--- config.mk ---
export PLATFORM = sky130hd
export DESIGN_NAME = ps2_keyboard_receiver_flat
export DESIGN_NICKNAME = d
export VERILOG_FILES = /design/src/rtl/ps2_keyboard_receiver_if.sv /design/src/rtl/ps2_keyboard_receiver.sv /design/src/flat_wrapper.sv
export SDC_FILE = /design/constraint.sdc
export NUM_CORES = 1
export LEC_CHECK = 0
export BUFFER_PORTS_ARGS = -buffer_cell sky130_fd_sc_hd__buf_2
export CAP_MARGIN = 20
export CORE_UTILIZATION = 59
export CTS_CLUSTER_DIAMETER = 40
export CTS_CLUSTER_SIZE = 16
export DETAILED_ROUTE_END_ITERATION = 7
export PLACE_DENSITY = 0.87
export SYNTH_ARGS = -nofsm -noshare
export SYNTH_HDL_FRONTEND = slang
export SYNTH_SLANG_ARGS = --single-unit
--- constraint.sdc ---
create_clock -name clk -period 3.54 [get_ports clk]
set_input_delay 0.177 -clock clk [delete_from_list [all_inputs] [get_ports clk]]
set_output_delay 0.177 -clock clk [all_outputs]
set_load 0.01 [all_outputs]
--- src/rtl/ps2_keyboard_receiver_if.sv ---
// rtl/ps2_keyboard_receiver_if.sv - decoded key event bus from the PS/2 receiver to the SoC keyboard port
// master drives the decoded scan code, strobes, modifier state and prefix debug flags.
interface ps2_keyboard_receiver_if;
  logic [7:0] code;
  logic       codeValid;
  logic       extended;
  logic       released;
  logic       frameError;
  logic       shiftDown;
  logic       ctrlDown;
  logic       altDown;
  logic       prefixE0;
  logic       prefixF0;

  modport master (
    output code, codeValid, extended, released, frameError,
    output shiftDown, ctrlDown, altDown, prefixE0, prefixF0
  );

  modport slave (
    input code, codeValid, extended, released, frameError,
    input shiftDown, ctrlDown, altDown, prefixE0, prefixF0
  );
endinterface

--- src/rtl/ps2_keyboard_receiver.sv ---
// rtl/ps2_keyboard_receiver.sv - PS/2 keyboard frame deserialiser with E0/F0 prefix and modifier tracking
// Samples data on ps2Clk falling edges; aborts a partial frame after TIMEOUT_CYCLES without a fall.
module ps2_keyboard_receiver #(
  parameter int TIMEOUT_CYCLES = 16000
) (
  input  logic clk,
  input  logic reset,
  input  logic ps2Clk,
  input  logic ps2Data,
  ps2_keyboard_receiver_if.master kbd
);
  localparam int TW = $clog2(TIMEOUT_CYCLES);
  localparam logic [TW-1:0] TIMEOUT_LAST = TW'(TIMEOUT_CYCLES - 1);

  typedef enum logic [1:0] {IDLE, DATA, PARITY, STOP} state_t;

  state_t        state;
  logic          prevClk;
  logic [2:0]    bitCnt;
  logic [TW-1:0] timer;
  logic [7:0]    shiftReg;
  logic          parityBit;
  logic          shiftL, shiftR, ctrlL, ctrlR, altL, altR;
  logic          nShiftL, nShiftR, nCtrlL, nCtrlR, nAltL, nAltR;

  logic [7:0] codeR;
  logic       codeValidR, extendedR, releasedR, frameErrorR;
  logic       shiftDownR, ctrlDownR, altDownR, prefixE0R, prefixF0R;

  logic fall;
  logic frameOk;

  assign fall    = prevClk & ~ps2Clk;
  assign frameOk = ps2Data & (^{shiftReg, parityBit});

  // E0 12 / E0 59 are the keyboard's fake shifts and must not touch shift state.
  always_comb begin
    nShiftL = shiftL;
    nShiftR = shiftR;
    nCtrlL  = ctrlL;
    nCtrlR  = ctrlR;
    nAltL   = altL;
    nAltR   = altR;
    case (shiftReg)
      8'h12: if (!prefixE0R) nShiftL = ~prefixF0R;
      8'h59: if (!prefixE0R) nShiftR = ~prefixF0R;
      8'h14: if (prefixE0R) nCtrlR = ~prefixF0R; else nCtrlL = ~prefixF0R;
      8'h11: if (prefixE0R) nAltR = ~prefixF0R; else nAltL = ~prefixF0R;
      default: ;
    endcase
  end

  always_ff @(posedge clk or negedge reset) begin
    if (!reset) begin
      state       <= IDLE;
      prevClk     <= 1'b1;
      bitCnt      <= '0;
      timer       <= '0;
      shiftReg    <= '0;
      parityBit   <= 1'b0;
      shiftL      <= 1'b0;
      shiftR      <= 1'b0;
      ctrlL       <= 1'b0;
      ctrlR       <= 1'b0;
      altL        <= 1'b0;
      altR        <= 1'b0;
      codeR       <= '0;
      codeValidR  <= 1'b0;
      extendedR   <= 1'b0;
      releasedR   <= 1'b0;
      frameErrorR <= 1'b0;
      shiftDownR  <= 1'b0;
      ctrlDownR   <= 1'b0;
      altDownR    <= 1'b0;
      prefixE0R   <= 1'b0;
      prefixF0R   <= 1'b0;
    end else begin
      prevClk     <= ps2Clk;
      codeValidR  <= 1'b0;
      frameErrorR <= 1'b0;
      if (state == IDLE) begin
        timer  <= '0;
        bitCnt <= '0;
        if (fall && !ps2Data) state <= DATA;
      end else if (fall) begin
        timer <= '0;
        case (state)
          DATA: begin
            shiftReg <= {ps2Data, shiftReg[7:1]};
            bitCnt   <= bitCnt + 3'd1;
            if (bitCnt == 3'd7) state <= PARITY;
          end
          PARITY: begin
            parityBit <= ps2Data;
            state     <= STOP;
          end
          default: begin
            state <= IDLE;
            if (!frameOk) begin
              frameErrorR <= 1'b1;
              prefixE0R   <= 1'b0;
              prefixF0R   <= 1'b0;
            end else if (shiftReg == 8'hE0) begin
              prefixE0R <= 1'b1;
            end else if (shiftReg == 8'hF0) begin
              prefixF0R <= 1'b1;
            end else begin
              codeR      <= shiftReg;
              extendedR  <= prefixE0R;
              releasedR  <= prefixF0R;
              codeValidR <= 1'b1;
              prefixE0R  <= 1'b0;
              prefixF0R  <= 1'b0;
              shiftL     <= nShiftL;
              shiftR     <= nShiftR;
              ctrlL      <= nCtrlL;
              ctrlR      <= nCtrlR;
              altL       <= nAltL;
              altR       <= nAltR;
              shiftDownR <= nShiftL | nShiftR;
              ctrlDownR  <= nCtrlL | nCtrlR;
              altDownR   <= nAltL | nAltR;
            end
          end
        endcase
      end else if (timer == TIMEOUT_LAST) begin
        state       <= IDLE;
        timer       <= '0;
        frameErrorR <= 1'b1;
        prefixE0R   <= 1'b0;
        prefixF0R   <= 1'b0;
      end else begin
        timer <= timer + 1'b1;
      end
    end
  end

  assign kbd.code       = codeR;
  assign kbd.codeValid  = codeValidR;
  assign kbd.extended   = extendedR;
  assign kbd.released   = releasedR;
  assign kbd.frameError = frameErrorR;
  assign kbd.shiftDown  = shiftDownR;
  assign kbd.ctrlDown   = ctrlDownR;
  assign kbd.altDown    = altDownR;
  assign kbd.prefixE0   = prefixE0R;
  assign kbd.prefixF0   = prefixF0R;
endmodule

--- src/flat_wrapper.sv ---
// flat-port wrapper written by rule: the top's interface ports become plain ports
module ps2_keyboard_receiver_flat 
#(
  parameter int TIMEOUT_CYCLES = 16000
)
  (clk, reset, ps2Clk, ps2Data, kbd_code, kbd_codeValid, kbd_extended, kbd_released, kbd_frameError, kbd_shiftDown, kbd_ctrlDown, kbd_altDown, kbd_prefixE0, kbd_prefixF0);
  ps2_keyboard_receiver_if kbd_i ();
  input  logic clk;
  input  logic reset;
  input  logic ps2Clk;
  input  logic ps2Data;
  output wire logic [$bits(kbd_i.code)-1:0] kbd_code;
  output wire logic [$bits(kbd_i.codeValid)-1:0] kbd_codeValid;
  output wire logic [$bits(kbd_i.extended)-1:0] kbd_extended;
  output wire logic [$bits(kbd_i.released)-1:0] kbd_released;
  output wire logic [$bits(kbd_i.frameError)-1:0] kbd_frameError;
  output wire logic [$bits(kbd_i.shiftDown)-1:0] kbd_shiftDown;
  output wire logic [$bits(kbd_i.ctrlDown)-1:0] kbd_ctrlDown;
  output wire logic [$bits(kbd_i.altDown)-1:0] kbd_altDown;
  output wire logic [$bits(kbd_i.prefixE0)-1:0] kbd_prefixE0;
  output wire logic [$bits(kbd_i.prefixF0)-1:0] kbd_prefixF0;
  assign kbd_code = kbd_i.code;
  assign kbd_codeValid = kbd_i.codeValid;
  assign kbd_extended = kbd_i.extended;
  assign kbd_released = kbd_i.released;
  assign kbd_frameError = kbd_i.frameError;
  assign kbd_shiftDown = kbd_i.shiftDown;
  assign kbd_ctrlDown = kbd_i.ctrlDown;
  assign kbd_altDown = kbd_i.altDown;
  assign kbd_prefixE0 = kbd_i.prefixE0;
  assign kbd_prefixF0 = kbd_i.prefixF0;
  ps2_keyboard_receiver #(.TIMEOUT_CYCLES(TIMEOUT_CYCLES)) u_core (.clk(clk), .reset(reset), .ps2Clk(ps2Clk), .ps2Data(ps2Data), .kbd(kbd_i));
endmodule
==> results of run 1 <==
-- cell families (layout without fill, tap and decap cells) --
| logic type | after synthesis | in the layout | synth area share (%) |
|---|---|---|---|
| buffers and inverters | 20 | 43 | 3.88 |
| DFF | 52 | 52 | 49.3 |
| adders and majority gates | 8 | 8 | 3.74 |
| xor gates and xnor gates | 20 | 20 | 7.91 |
| muxes | 32 | 32 | 14.2 |
| AOI/OAI and AO/OA | 21 | 21 | 5.45 |
| and+or+nand+nor | 84 | 84 | 15.5 |
-- state kept, by name, indices dropped and copies added (netlist names), 2 cells and up --
register         flops
u_core.timer        14
u_core.kbd.code      8
u_core.shiftReg      8
u_core.bitCnt        3
u_core.state         2
-- worst max-delay path by stage --
stage	end	cells past startpoint	slack (ns)	from
2_1_floorplan	u_core.kbd.code[3]	8	1.08	u_core.shiftReg[2]
3_3_place_gp	u_core.kbd.code[0]	6	0.86	u_core.shiftReg[2]
3_5_place_dp	u_core.kbd.code[7]	6	0.77	u_core.shiftReg[2]
4_1_cts	u_core.kbd.code[7]	6	0.76	u_core.shiftReg[2]
5_1_grt	u_core.kbd.code[7]	6	0.63	u_core.shiftReg[2]
6_report	u_core.kbd.code[7]	6	0.79	u_core.shiftReg[2]
-- timing repair --
item	in CTS	in global routing
hold endpoints to repair	50	0
hold buffers	2	0
endpoints found under the setup margin	0	0
-- critical path, cell delays in order (launching register included) --
cell and delay, ns:
dfrtp_1 0.48, xnor2_1 0.19, xnor3_2 0.51, xnor2_4 0.19
maj3_2 0.35, o21ai_4 0.52, mux2_2 0.41
-- power breakdown --
| group | switching [mW] | internal (mW) |
|---|---|---|
| clock | 0.197 | 0.209 |
| combinational | 0.522 | 0.511 |
| sequential | 0.173 | 0.723 |
| total | 0.891 | 1.44 |
-- metal layers --
layer  GRT usage [%]  part of all wire, %
met2            35.9                   48
met5               0                    0
met3            5.92                  3.4
met1            29.6                   48
met4            4.59                 0.89
-- cell usage after synthesis, types with 2 or more instances --
cell	instances
dfrtp_1	51
nor2_1	26
nand2_1	21
mux2_2	16
xnor2_1	13
inv_1	11
mux2i_1	9
nand3_1	8
ha_1	7
mux2_4	7
nor3_1	6
o21ai_0	6
clkbuf_1	5
xor2_1	5
a21oi_1	4
and3_1	4
a211oi_1	3
nor2b_1	3
a2111oi_0	2
a31oi_1	2
nand4_1	2
nor4_1	2
or3_1	2
or3b_2	2
-- final cells by class --
cell class                      count  area [sq um]
Fill cell                         331          1250
Clock inverter                      3          42.5
Sequential cell                    52          1300
Inverter                           11          41.3
Timing Repair Buffer               24           135
Tap cell                           50          62.6
Clock buffer                        5          68.8
Multi-Input combinational cell    165          1240
==> impl_metrics.py, run 1 <==
metrics = {
    "status": {
        "status": "complete, no violations",
    },
    "yosys": {
        "synth_seq_cells": 52,
        "synth_area_sq_mm": 0.00264,
        "netlist_instances": 237,
        "syn_area_per_cell_sq_um": 11.1,
        "dominantRegCellSynth": "dfrtp_1",
        "yosys_warnings": 0,
        "synth_area_leaders": "dfrtp_1 (48%), mux2_2 (6.8%), xnor2_1 (4.3%)",
        "synth_edf_count": 0,
        "syn_nets": 248,
        "postSynth.asyncResetShare_pct": 100,
        "synth-seq-area-share_pct": 49.3,
        "synth.distinct_cells": 44,
        "yosys.area.top_type": "dfrtp_1",
        "synth_top_area_share_pct": 48.3,
    },
    "critical_path": {
        "rr_endpoint": "u_core.kbd.code[7]",
        "reg2reg_depth": 6,
        "crit_fanout": 15,
        "end_kind": "flop",
        "reg2reg_slack_ns": 0.79,
        "reg2reg_from": "u_core.shiftReg[2]",
        "criticalPathCategory": "flop to flop",
        "worstPathArrival_ns": 2.96,
        "cp.required_ns": 3.74,
        "start_kind": "flop",
    },
    "floorplan": {
        "die_h_um": 68.9,
        "start_util_pct": 63.8,
        "design.core.area_sq_mm": 0.00414,
        "io_pins": 21,
        "rows": 23,
        "die_w_um": 68.9,
        "die-area_sq_mm": 0.00475,
    },
    "sta": {
        "hold_viol_final": 0,
        "hold_ws_ns": 0.139,
        "fin_crit_sh_pct": 77.8,
        "slew_violations": 0,
        "post-route-min-period_ns": 2.75,
        "report.final.setup_viol": 0,
        "finalWorstSetupSlack_ns": 0.786,
        "fin_skew_ns": 0.0122,
        "slew_headroom_pct": 58.5,
        "tns_ns": 0,
        "grt_setup_unrepaired": "false",
        "max_freq_mhz": 363,
        "tightest_slew_ns": 0.622,
    },
    "worst_hold_path": {
        "min_path_type": "primary input to flop",
        "hold_depth": 2,
        "min_from": "ps2Data",
        "worstHoldEndpoint": "u_core.parityBit",
    },
    "detailed_routing": {
        "via_count": 1741,
        "postRouteAntennaNets": 0,
        "routed_wl_um": 4490,
        "drtIter0Drc": 81,
        "dr.pass1.iters": 4,
        "vias_per_cell": 5.62,
        "drc_errors": 0,
        "detail_route.wl_per_cell_um": 14.5,
    },
    "placed_design": {
        "postPlaceCellArea_sq_mm": 0.00276,
        "portBuffers": 20,
        "dpl.hpwl_um": 3140,
        "dp_cells": 300,
        "place.gp.congestion": 0.834,
        "pre_cts_ws_ns": 0.766,
    },
    "global_routing": {
        "antenna_found_initial": 0,
        "grt_pass1_wl_um": 7610,
        "grt_max_degree": 53,
        "track_usage_pct": 22.1,
        "overflow": 0,
        "grt_pass1_vias": 1687,
    },
    "clock_network": {
        "cts_buffer_depth": 2,
        "htreeDepth": 2,
        "post_cts_buffers": 0,
        "clk_pin_slew_ns": 0.09,
        "clock-sinks": 52,
        "clock_latency_ns": 0.31,
        "ctsResizeCount": 0,
        "root_buffer": "clkbuf_8",
        "cts_tree": "yes",
        "cts_made_buffers": 5,
    },
    "layout": {
        "syn2layout_area_growth_pct": 9.37,
        "utilization_pct": 69.7,
        "stdcell_area_sq_mm": 0.00289,
        "stdcell_count": 310,
        "drive_gt1_share_pct": 23.8,
        "nNetsFinal": 270,
        "layout_common_cells": "dfrtp_1 (51), nor2_1 (26), nand2_1 (21), buf_2 (20), mux2_2 (16)",
        "final_common_cell": "dfrtp_1",
        "diodes": 0,
    },
    "power": {
        "power.density_mw_per_mm2": 808,
        "irDropWorstVdd_mv": 0.676,
        "leakagePower_nw": 1.40,
        "power_mw": 2.33,
    },
    "run": {
        "maxCapViolations": 0,
    },
}
Power figures use the tool's default switching activity.
==> inputs of run 2 (changes only) <==
- clock period: 3.54 -> 2.9 ns (I/O delays scaled with it)
==> impl_metrics.py, run 2 (synthesized netlist as in run 1, its figures left out) <==
metrics = {
    "power": {
        "power.density_mw_per_mm2": 959,
        "leakagePower_nw": 1.40,
        "irDropWorstVdd_mv": 0.756,
        "power_mw": 2.77,
    },
    "layout": {
        "layout_common_cells": "dfrtp_1 (51), nor2_1 (26), nand2_1 (21), buf_2 (20), mux2_2 (16)",
        "fillers": 303,
        "nNetsFinal": 271,
        "largest_register_ffs": 14,
        "drive_gt1_share_pct": 23.8,
        "final_common_cell": "dfrtp_1",
        "top_register": "u_core.timer",
        "diodes": 0,
        "syn2layout_area_growth_pct": 9.47,
    },
    "critical_path": {
        "critPathTopFamily": "XOR/XNOR gates",
        "reg2reg_depth": 7,
        "criticalPathCategory": "flop to flop",
        "critical_path.slowest_cell": "xnor3_2",
        "reg2reg_slack_ns": 0.27,
        "cp.required_ns": 3.10,
        "rr_endpoint": "u_core.kbd.code[2]",
        "endpoint": "u_core.kbd.code[2]",
        "end_kind": "flop",
        "slowest_delay_ns": 0.51,
        "start_kind": "flop",
        "cp-startpoint": "u_core.shiftReg[2]",
        "path_cells": "xnor2_1 -> xnor3_2 -> xnor2_4 -> maj3_2 -> o21ai_4 -> buf_12 -> mux2_2",
        "reg2reg_from": "u_core.shiftReg[2]",
        "crit_fanout": 11,
        "crit_cells": 7,
        "worstPathArrival_ns": 2.83,
        "path_buf_inv": 1,
    },
    "sta": {
        "tightest_slew_ns": 0.735,
        "hold_viol_final": 0,
        "post-route-min-period_ns": 2.63,
        "tns_ns": 0,
        "fin_skew_ns": 0.00705,
        "slew_headroom_pct": 51.0,
        "grt_setup_unrepaired": "false",
        "max_freq_mhz": 380,
        "report.final.setup_viol": 0,
        "slew_violations": 0,
        "fin_crit_sh_pct": 90.7,
    },
    "clock_network": {
        "root_buffer": "clkbuf_8",
        "cts_buffer_depth": 2,
        "cts_tree": "yes",
        "ctsResizeCount": 0,
        "clk_pin_slew_ns": 0.09,
        "htreeDepth": 2,
        "clock_latency_ns": 0.31,
        "clock-sinks": 52,
        "cts_made_buffers": 5,
    },
    "global_routing": {
        "grt_pass1_vias": 1691,
        "overflow": 0,
        "grt_pass1_wl_um": 7640,
        "track_usage_pct": 22.4,
        "grt_max_degree": 36,
        "antenna_found_initial": 0,
    },
    "status": {
        "status": "complete, no violations",
    },
    "detailed_routing": {
        "detail_route.wl_per_cell_um": 14.6,
        "dr.pass1.iters": 4,
        "postRouteAntennaNets": 0,
        "via_count": 1713,
        "vias_per_cell": 5.51,
        "routed_wl_um": 4530,
        "drtIter0Drc": 128,
        "drc_errors": 0,
    },
    "placed_design": {
        "dpl.hpwl_um": 3320,
        "portBuffers": 20,
        "place.gp.congestion": 0.786,
    },
    "run": {
        "maxCapViolations": 0,
    },
    "worst_hold_path": {
        "hold_depth": 2,
        "min_path_type": "primary input to flop",
        "min_from": "ps2Data",
    },
    "floorplan": {
        "start_util_pct": 63.8,
        "die_w_um": 68.9,
        "die_h_um": 68.9,
        "design.core.area_sq_mm": 0.00414,
        "io_pins": 21,
        "rows": 23,
        "die-area_sq_mm": 0.00475,
    },
}
-- run 2: cell count changes in the layout (fill, tap and decap cells not counted), sizes merged --
cell	before	now
clkinv	1	0
buf	22	23
clkbuf	5	7
bufinv	1	0
-- run 2: metal layers --
layer | up-vias | global-route usage (%) | part of all wire, % | wire (um)
met3 | 9 | 5.92 | 2.9 | 132
met2 | 27 | 35.0 | 46 | 2100
met1 | 823 | 30.1 | 49 | 2220
met5 | - | 0 | 0 | 0
met4 | 0 | 8.16 | 1.7 | 75
li1 | 854 | - | - | -
-- run 2: layout make-up --
type	instances	area [sq um]	area share [%]
tap	50	62.6	2.16
clock inverter	1	7.51	0.260
timing repair buffer	25	155	5.36
clock buffer	7	86.3	2.98
sequential	52	1300	45.0
inverter	11	41.3	1.43
multi-input combinational	165	1240	42.8
-- run 2: through the flow --
step | instances | worst slack (ns) | hold WS [ns] | util (%) | cell area, sq um
global route | 311 | 0.121 | 0.107 | 69.8 | 2890
finish | 311 | 0.269 | 0.107 | 69.8 | 2890
global placement | 301 | 0.351 | 0.249 | 67.1 | 2780
floorplan | 237 | 0.443 | -0.151 | - | 2640
CTS | 311 | 0.262 | 0.0998 | 69.8 | 2890
detailed placement | 301 | 0.290 | 0.249 | 67.1 | 2780
-- run 2: repair_timing --
item | 4_1_cts | 5_1_grt
hold buffers | 2 | 0
buffers inserted | 0 | 0
hold endpoints to repair | 35 | 0
-- run 2: worst min-delay path by stage --
| stage | end | slack [ns] |
|---|---|---|
| 4_1_cts | u_core.parityBit | 0.1 |
| 6_report | u_core.parityBit | 0.11 |
| 3_5_place_dp | u_core.kbd.frameError | 0.25 |
| 3_3_place_gp | u_core.kbd.frameError | 0.25 |
| 2_1_floorplan | u_core.altL | -0.15 |
| 5_1_grt | u_core.parityBit | 0.11 |
-- run 2: where the power goes --
part / switching [mW] / total (mW) / leakage [nW] / internal, mW
Combinational: 0.628 / 1.26 / 0.674 / 0.630
Sequential: 0.212 / 1.09 / 0.685 / 0.883
Clock: 0.228 / 0.422 / 0.0445 / 0.194
